File: config.mk
export PLATFORM = sky130hd
export DESIGN_NAME = imem_fetch_unit_flat
export DESIGN_NICKNAME = d
export VERILOG_FILES = /design/src/rtl/imem_pkg.sv /design/src/rtl/imem_fetch_unit_if.sv /design/src/rtl/imem_array.sv /design/src/rtl/imem_fetch_unit.sv /design/src/flat_wrapper.sv
export SDC_FILE = /design/constraint.sdc
export NUM_CORES = 2
export LEC_CHECK = 0
export CAP_MARGIN = 5
export CORE_UTILIZATION = 59
export DETAILED_ROUTE_END_ITERATION = 16
export HOLD_SLACK_MARGIN = 0.1
export MAX_ROUTING_LAYER = met4
export PLACE_DENSITY = 0.78
export SYNTH_ARGS = -nofsm -noshare
export SYNTH_HDL_FRONTEND = slang
export SYNTH_HIERARCHICAL = 1
export SYNTH_SLANG_ARGS = --single-unit
export TNS_END_PERCENT = 1
File: constraint.sdc
create_clock -name clk -period 15.3 [get_ports clk]
set_clock_uncertainty 0.05 [all_clocks]
set_input_delay 3.06 -clock clk [delete_from_list [all_inputs] [get_ports clk]]
set_output_delay 3.06 -clock clk [all_outputs]
set_load 0.05 [all_outputs]
File: src/rtl/imem_pkg.sv
// Shared widths, the NOP word and the address range check for the instruction memory.
package imem_pkg;

    localparam int DATA_W_DEF = 16;
    localparam int ADDR_W_DEF = 16;
    localparam logic [DATA_W_DEF-1:0] NOP_WORD = 16'h0000;

    function automatic logic in_range(input logic [31:0] addr, input int unsigned depth);
        return addr < depth;
    endfunction

endpackage

File: src/rtl/imem_fetch_unit_if.sv
// Load and fetch bus of the instruction memory; master is the loader/core side.
interface imem_fetch_unit_if #(
    parameter int DATA_W = 16,
    parameter int ADDR_W = 16
);

    logic              load_en;
    logic [ADDR_W-1:0] load_addr;
    logic [DATA_W-1:0] load_data;
    logic              load_err;
    logic [ADDR_W:0]   load_count;
    logic              fetch_req;
    logic [ADDR_W-1:0] fetch_addr;
    logic              fetch_ready;
    logic              stall;
    logic [DATA_W-1:0] instr_out;
    logic              instr_valid;
    logic              addr_fault;

    modport master (
        output load_en, load_addr, load_data, fetch_req, fetch_addr, stall,
        input  load_err, load_count, fetch_ready, instr_out, instr_valid, addr_fault
    );

    modport slave (
        input  load_en, load_addr, load_data, fetch_req, fetch_addr, stall,
        output load_err, load_count, fetch_ready, instr_out, instr_valid, addr_fault
    );

endinterface

File: src/rtl/imem_array.sv
// DEPTH x DATA_W storage with per-word written bits; synchronous write and read.
module imem_array #(
    parameter int DATA_W = 16,
    parameter int DEPTH  = 256,
    parameter int IDX_W  = (DEPTH > 1) ? $clog2(DEPTH) : 1
) (
    input  logic              clk,
    input  logic              rst,
    input  logic              wr_en,
    input  logic [IDX_W-1:0]  wr_idx,
    input  logic [DATA_W-1:0] wr_data,
    input  logic              rd_en,
    input  logic [IDX_W-1:0]  rd_idx,
    output logic [DATA_W-1:0] rd_data,
    output logic              rd_hit
);

    logic [DATA_W-1:0] mem [DEPTH];
    logic [DEPTH-1:0]  written_q, written_d;
    logic [DATA_W-1:0] rd_data_q, rd_data_d;
    logic              rd_hit_q, rd_hit_d;

    always_comb begin
        written_d = written_q;
        rd_hit_d  = rd_hit_q;
        rd_data_d = rd_data_q;
        if (wr_en) written_d[wr_idx] = 1'b1;
        if (rd_en) begin
            rd_hit_d  = written_q[rd_idx];
            rd_data_d = mem[rd_idx];
        end
    end

    always_ff @(posedge clk or posedge rst) begin
        if (rst) begin
            written_q <= '0;
            rd_hit_q  <= 1'b0;
        end else begin
            written_q <= written_d;
            rd_hit_q  <= rd_hit_d;
        end
    end

    // Storage is never reset; an edge seen while reset is held must not write.
    always_ff @(posedge clk) begin
        if (wr_en && !rst) mem[wr_idx] <= wr_data;
        rd_data_q <= rd_data_d;
    end

    assign rd_data = rd_data_q;
    assign rd_hit  = rd_hit_q;

endmodule

File: src/rtl/imem_fetch_unit.sv
// Writable instruction memory with a one-cycle registered fetch port, stall hold and fault flags.
module imem_fetch_unit
    import imem_pkg::*;
#(
    parameter int                DATA_W   = DATA_W_DEF,
    parameter int                ADDR_W   = ADDR_W_DEF,
    parameter int                DEPTH    = 256,
    parameter logic [DATA_W-1:0] NOP_WORD = imem_pkg::NOP_WORD
) (
    input logic               clk,
    input logic               rst,
    imem_fetch_unit_if.slave  bus
);

    localparam int IDX_W = (DEPTH > 1) ? $clog2(DEPTH) : 1;
    localparam logic [ADDR_W:0] CNT_MAX = {1'b1, {ADDR_W{1'b0}}};

    logic              valid_q, valid_d;
    logic              range_q, range_d;
    logic              fetched_q, fetched_d;
    logic              load_err_q, load_err_d;
    logic [ADDR_W:0]   load_count_q, load_count_d;
    logic              load_ok, fetch_ok, accept, hit;
    logic [DATA_W-1:0] rd_data;
    logic              rd_hit;

    assign bus.fetch_ready = !bus.load_en && !bus.stall;
    assign accept   = bus.fetch_req && bus.fetch_ready;
    assign load_ok  = bus.load_en && in_range(32'(bus.load_addr), DEPTH);
    assign fetch_ok = in_range(32'(bus.fetch_addr), DEPTH);

    always_comb begin
        valid_d      = valid_q;
        range_d      = range_q;
        fetched_d    = fetched_q;
        load_err_d   = bus.load_en && !load_ok;
        load_count_d = load_count_q;
        if (!bus.stall) begin
            valid_d = accept;
            if (accept) begin
                range_d   = fetch_ok;
                fetched_d = 1'b1;
            end
        end
        if (load_ok && load_count_q != CNT_MAX) load_count_d = load_count_q + (ADDR_W+1)'(1);
    end

    always_ff @(posedge clk or posedge rst) begin
        if (rst) begin
            valid_q      <= 1'b0;
            range_q      <= 1'b0;
            fetched_q    <= 1'b0;
            load_err_q   <= 1'b0;
            load_count_q <= '0;
        end else begin
            valid_q      <= valid_d;
            range_q      <= range_d;
            fetched_q    <= fetched_d;
            load_err_q   <= load_err_d;
            load_count_q <= load_count_d;
        end
    end

    // The array read register only advances on an in-range accept, so it
    // holds through stalls and idle cycles together with range_q.
    imem_array #(.DATA_W(DATA_W), .DEPTH(DEPTH), .IDX_W(IDX_W)) u_array (
        .clk     (clk),
        .rst     (rst),
        .wr_en   (load_ok),
        .wr_idx  (bus.load_addr[IDX_W-1:0]),
        .wr_data (bus.load_data),
        .rd_en   (accept && fetch_ok),
        .rd_idx  (bus.fetch_addr[IDX_W-1:0]),
        .rd_data (rd_data),
        .rd_hit  (rd_hit)
    );

    assign hit             = range_q && rd_hit;
    assign bus.instr_out   = hit ? rd_data : NOP_WORD;
    assign bus.addr_fault  = fetched_q && !hit;
    assign bus.instr_valid = valid_q;
    assign bus.load_err    = load_err_q;
    assign bus.load_count  = load_count_q;

endmodule

File: src/flat_wrapper.sv
// flat-port wrapper written by rule: the top's interface ports become plain ports
module imem_fetch_unit_flat import imem_pkg::*;
#(
    parameter int                DATA_W   = DATA_W_DEF,
    parameter int                ADDR_W   = ADDR_W_DEF,
    parameter int                DEPTH    = 256,
    parameter logic [DATA_W-1:0] NOP_WORD = imem_pkg::NOP_WORD
)
  (clk, rst, bus_load_en, bus_load_addr, bus_load_data, bus_fetch_req, bus_fetch_addr, bus_stall, bus_load_err, bus_load_count, bus_fetch_ready, bus_instr_out, bus_instr_valid, bus_addr_fault);
  imem_fetch_unit_if #(.DATA_W(DATA_W), .ADDR_W(ADDR_W)) bus_i ();
  input logic clk;
  input logic rst;
  input wire logic [$bits(bus_i.load_en)-1:0] bus_load_en;
  input wire logic [$bits(bus_i.load_addr)-1:0] bus_load_addr;
  input wire logic [$bits(bus_i.load_data)-1:0] bus_load_data;
  input wire logic [$bits(bus_i.fetch_req)-1:0] bus_fetch_req;
  input wire logic [$bits(bus_i.fetch_addr)-1:0] bus_fetch_addr;
  input wire logic [$bits(bus_i.stall)-1:0] bus_stall;
  output wire logic [$bits(bus_i.load_err)-1:0] bus_load_err;
  output wire logic [$bits(bus_i.load_count)-1:0] bus_load_count;
  output wire logic [$bits(bus_i.fetch_ready)-1:0] bus_fetch_ready;
  output wire logic [$bits(bus_i.instr_out)-1:0] bus_instr_out;
  output wire logic [$bits(bus_i.instr_valid)-1:0] bus_instr_valid;
  output wire logic [$bits(bus_i.addr_fault)-1:0] bus_addr_fault;
  assign bus_i.load_en = bus_load_en;
  assign bus_i.load_addr = bus_load_addr;
  assign bus_i.load_data = bus_load_data;
  assign bus_i.fetch_req = bus_fetch_req;
  assign bus_i.fetch_addr = bus_fetch_addr;
  assign bus_i.stall = bus_stall;
  assign bus_load_err = bus_i.load_err;
  assign bus_load_count = bus_i.load_count;
  assign bus_fetch_ready = bus_i.fetch_ready;
  assign bus_instr_out = bus_i.instr_out;
  assign bus_instr_valid = bus_i.instr_valid;
  assign bus_addr_fault = bus_i.addr_fault;
  imem_fetch_unit #(.DATA_W(DATA_W), .ADDR_W(ADDR_W), .DEPTH(DEPTH), .NOP_WORD(NOP_WORD)) u_core (.clk(clk), .rst(rst), .bus(bus_i));
endmodule
==> run_results.csv <==
group,metric,value,unit
status,status,"finished, final reports clean",
detailed_routing,vias_per_cell,7.12,
logic_synthesis,seq_area_frac_synth,77.7,%
clock_tree,cts_inserted_buffers,418,
logic_synthesis,yosysTopAreaCell,"edfxtp_1",
power_and_ir_drop,irDropWorstVdd,0.000119,V
critical_path,cp_max_fo,4,
clock_tree,root_buffer,"clkbuf_16",
clock_tree,cts_resized,0,
clock_tree,cts_tree,"done",
floorplanning,rows,195,
logic_synthesis,yosys_warnings,6,
place,io_buffer_count,89,
critical_path,crit_path_start_kind,"primary input",
grt,grt_pass1_wl,627000,µm
logic_synthesis,async_flop_share,6.33,%
floorplanning,initial_core_util,59.4,%
sta,worstMarginPinSlew,1.41,ns
sta,hold_viol,0,
layout,nets,8004,
logic_synthesis,avgSynthCellArea,22.4,µm²
logic_synthesis,ys_ff_latch,4390,
power_and_ir_drop,fin_total_pwr,24.3,mW
sta,tns,0,ns
sta,setup_viol,0,
grt,gr-usage-all-layers,31.7,%
sta,fin_crit,7.64,ns
hold_path,hold_path.class,"reg -> reg",
grt,antenna_found_initial,18,
clock_tree,cts.clk_slew.worst_paths,0.06,ns
detailed_routing,drc_errors,0,
sta,rsz0062_at_grt,"false",
layout,drive_above_1_share,25.6,%
sta,hold_ws,0.403,ns
floorplanning,die_area,287000,µm²
power_and_ir_drop,power.density,129,nW/µm²
critical_path,cp-end-kind,"output pin",
critical_path,cp.required,12.19,ns
detailed_routing,wl_per_cell,36.4,µm
logic_synthesis,synth_fp_nets,7567,
floorplanning,die_w,535,µm
floorplanning,core,283000,µm²
critical_path,critical_path_arrival,4.53,ns
layout,synthToLayoutAreaGrowth,11.7,%
grt,overflow,0,
detailed_routing,drtIter0Drc,13246,
clock_tree,clock_sinks,4390,
clock_tree,post_cts_buffers,0,
logic_synthesis,synthTopCellsByArea,"edfxtp_1 (74%), mux4_2 (14%), dfrtp_1 (4.1%), a22o_1 (1.3%), a221oi_1 (1.3%)",
floorplanning,ios,90,
detailed_routing,dr.pass1.iters,7,
logic_synthesis,synth_cell_types,63,
clock_tree,clk_latency,1.00,ns
detailed_routing,antenna_left,0,
place,gp_congestion,0.908,
grt,grt_max_degree,161,
clock_tree,htree_levels,5,
clock_tree,ctsHoldBuffers,0,
clock_tree,clockBufferDepth,4,
sta,slew_viol_final,0,
logic_synthesis,netlist_area,168000,µm²
detailed_routing,wl,439000,µm
detailed_routing,vias,85803,
sta,slew_headroom,6.22,%
critical_path,crit_type,"in -> out",
logic_synthesis,ys.flop_type,"edfxtp_1",
sta,fin_crit_sh,50.0,%
place,dp_hpwl,235000,µm
floorplanning,die_h,535,µm
sta,fmax,0.131,GHz
logic_synthesis,synth_edf_count,4112,
logic_synthesis,syn_inst,7512,
grt,grt_pass1_vias,87298,
power_and_ir_drop,power.leakage,60.4,nW
flow_run,maxCapViolCount,0,
logic_synthesis,synth_top_area_share,73.5,%
## flip-flops by register name (all words and copies together), names as in the netlist
register / count
u_core/bus.instr_valid: 1
u_core/bus.load_count: 17
u_core/bus.load_err: 1
u_core/fetched_q: 1
u_core/range_q: 1
u_core/u_array/mem: 4096
u_core/u_array/rd_data: 16
u_core/u_array/rd_hit: 1
u_core/u_array/written_q: 256
## power by group
part | internal, mW | switching (mW) | total [mW] | leakage [nW]
registers | 13.1 | 0.00109 | 13.1 | 40.8
clock network | 5.59 | 4.46 | 10.1 | 6.43
logic | 0.369 | 0.737 | 1.11 | 13.2
total | 19.1 | 5.20 | 24.3 | 60.4
## cell usage in the layout (no fill, tap or decap), types with 79 or more instances in the layout
cell and n:
o22ai_1 136, edfxtp_1 4112, mux4_2 1074, clkbuf_16 428
clkinv_1 99, dfrtp_1 278, buf_4 382, a221oi_1 255
nor2_1 263, o21bai_1 172, a21o_1 85, clkbuf_1 79
a22o_1 257
## critical path, cell delays in order
cell and delay, ns:
clkdlybuf4s50_1 0.48, nor2_1 0.18, clkdlybuf4s50_1 0.82
## layer usage
| layer | up-vias | part of all wire, % | wire length (µm) | global-route usage (%) |
|---|---|---|---|---|
| li1 | 33017 | - | - | - |
| met1 | 44727 | 34 | 149000 | 41.4 |
| met2 | 6913 | 48 | 211000 | 48.6 |
| met3 | 1146 | 13 | 55400 | 6.91 |
| met4 | 0 | 5.3 | 23100 | 13.7 |
| met5 | - | 0 | 0 | - |
## final cells by class
type / instances / area, µm²
diodes: 19 / 47.5
clock buffers: 512 / 11100
clock inverters: 252 / 2120
fillers: 16553 / 94900
inverters: 9 / 41.3
multi-input cells: 2643 / 35000
flip-flops and latches: 4390 / 130000
well taps: 3743 / 4680
repair buffers: 487 / 4170
## kinds of logic (layout without fill, tap and decap cells)
| logic type | after synthesis | after routing | share of synthesized area [%] |
|---|---|---|---|
| DFF | 4390 | 4390 | 77.7 |
| and+or+nand+nor | 512 | 512 | 1.40 |
| muxes | 1107 | 1107 | 14.6 |
| buffers and inverters | 479 | 1260 | 1.51 |
| other | 0 | 19 | 0 |
| AOI/OAI and AO/OA | 1006 | 1006 | 4.70 |
| adders and majority gates | 2 | 2 | 0.0149 |
| xor gates and xnor gates | 16 | 16 | 0.0835 |
## metrics by stage
| stage | area [µm²] | utilization (%) | cells | setup WS [ns] |
|---|---|---|---|---|
| after floorplan | 168000 | - | 7512 | 1.13 |
| final | 188000 | 66.4 | 12055 | 7.66 |
| after global routing | 188000 | 66.4 | 12050 | 7.55 |
| after CTS | 188000 | 66.4 | 12035 | 7.64 |
| after global placement | 174000 | 61.7 | 11271 | 7.17 |
| after detailed placement | 174000 | 61.7 | 11271 | 7.13 |
## synth_stat cells, types with 5 or more instances
library cell     n
edfxtp_1      4112
mux4_2        1074
nor2_1         282
dfrtp_1        278
clkbuf_1       277
a22o_1         257
a221oi_1       255
o21bai_1       172
o22ai_1        136
a21o_1          85
nand2_1         70
buf_6           67
buf_2           64
o21ai_1         54
nand4_1         38
mux2i_1         32
buf_4           31
buf_1           28
nand3_1         27
and3_1          21
nor3_1          17
nor2b_1         11
o21ai_0         11
xnor2_1         11
nand2b_1        10
o221ai_1        10
inv_1            8
a211oi_1         7
nor4_1           7
xor2_1           5
## worst paths after layout
check	startpoint	end	slack, ns	cells after the start
max	bus_load_en	bus_fetch_ready	7.66	3
min	u_core/u_array/written_q[82]$_DFFE_PP0P_	u_core/u_array/written_q[82]$_DFFE_PP0P_	0.40	1
max reg2reg	u_core/u_array/mem[139][5]$_DFFE_PP_	u_core/u_array/rd_data[5]$_DFFE_PP_	11.80	6
min reg2reg	u_core/u_array/written_q[82]$_DFFE_PP0P_	u_core/u_array/written_q[82]$_DFFE_PP0P_	0.40	1
max in group asynchronous	rst	u_core/u_array/written_q[226]$_DFFE_PP0P_	10.74	3
min in group asynchronous	rst	u_core/fetched_q$_DFFE_PP0P_	2.69	3
(Power assumes the default switching activity.)
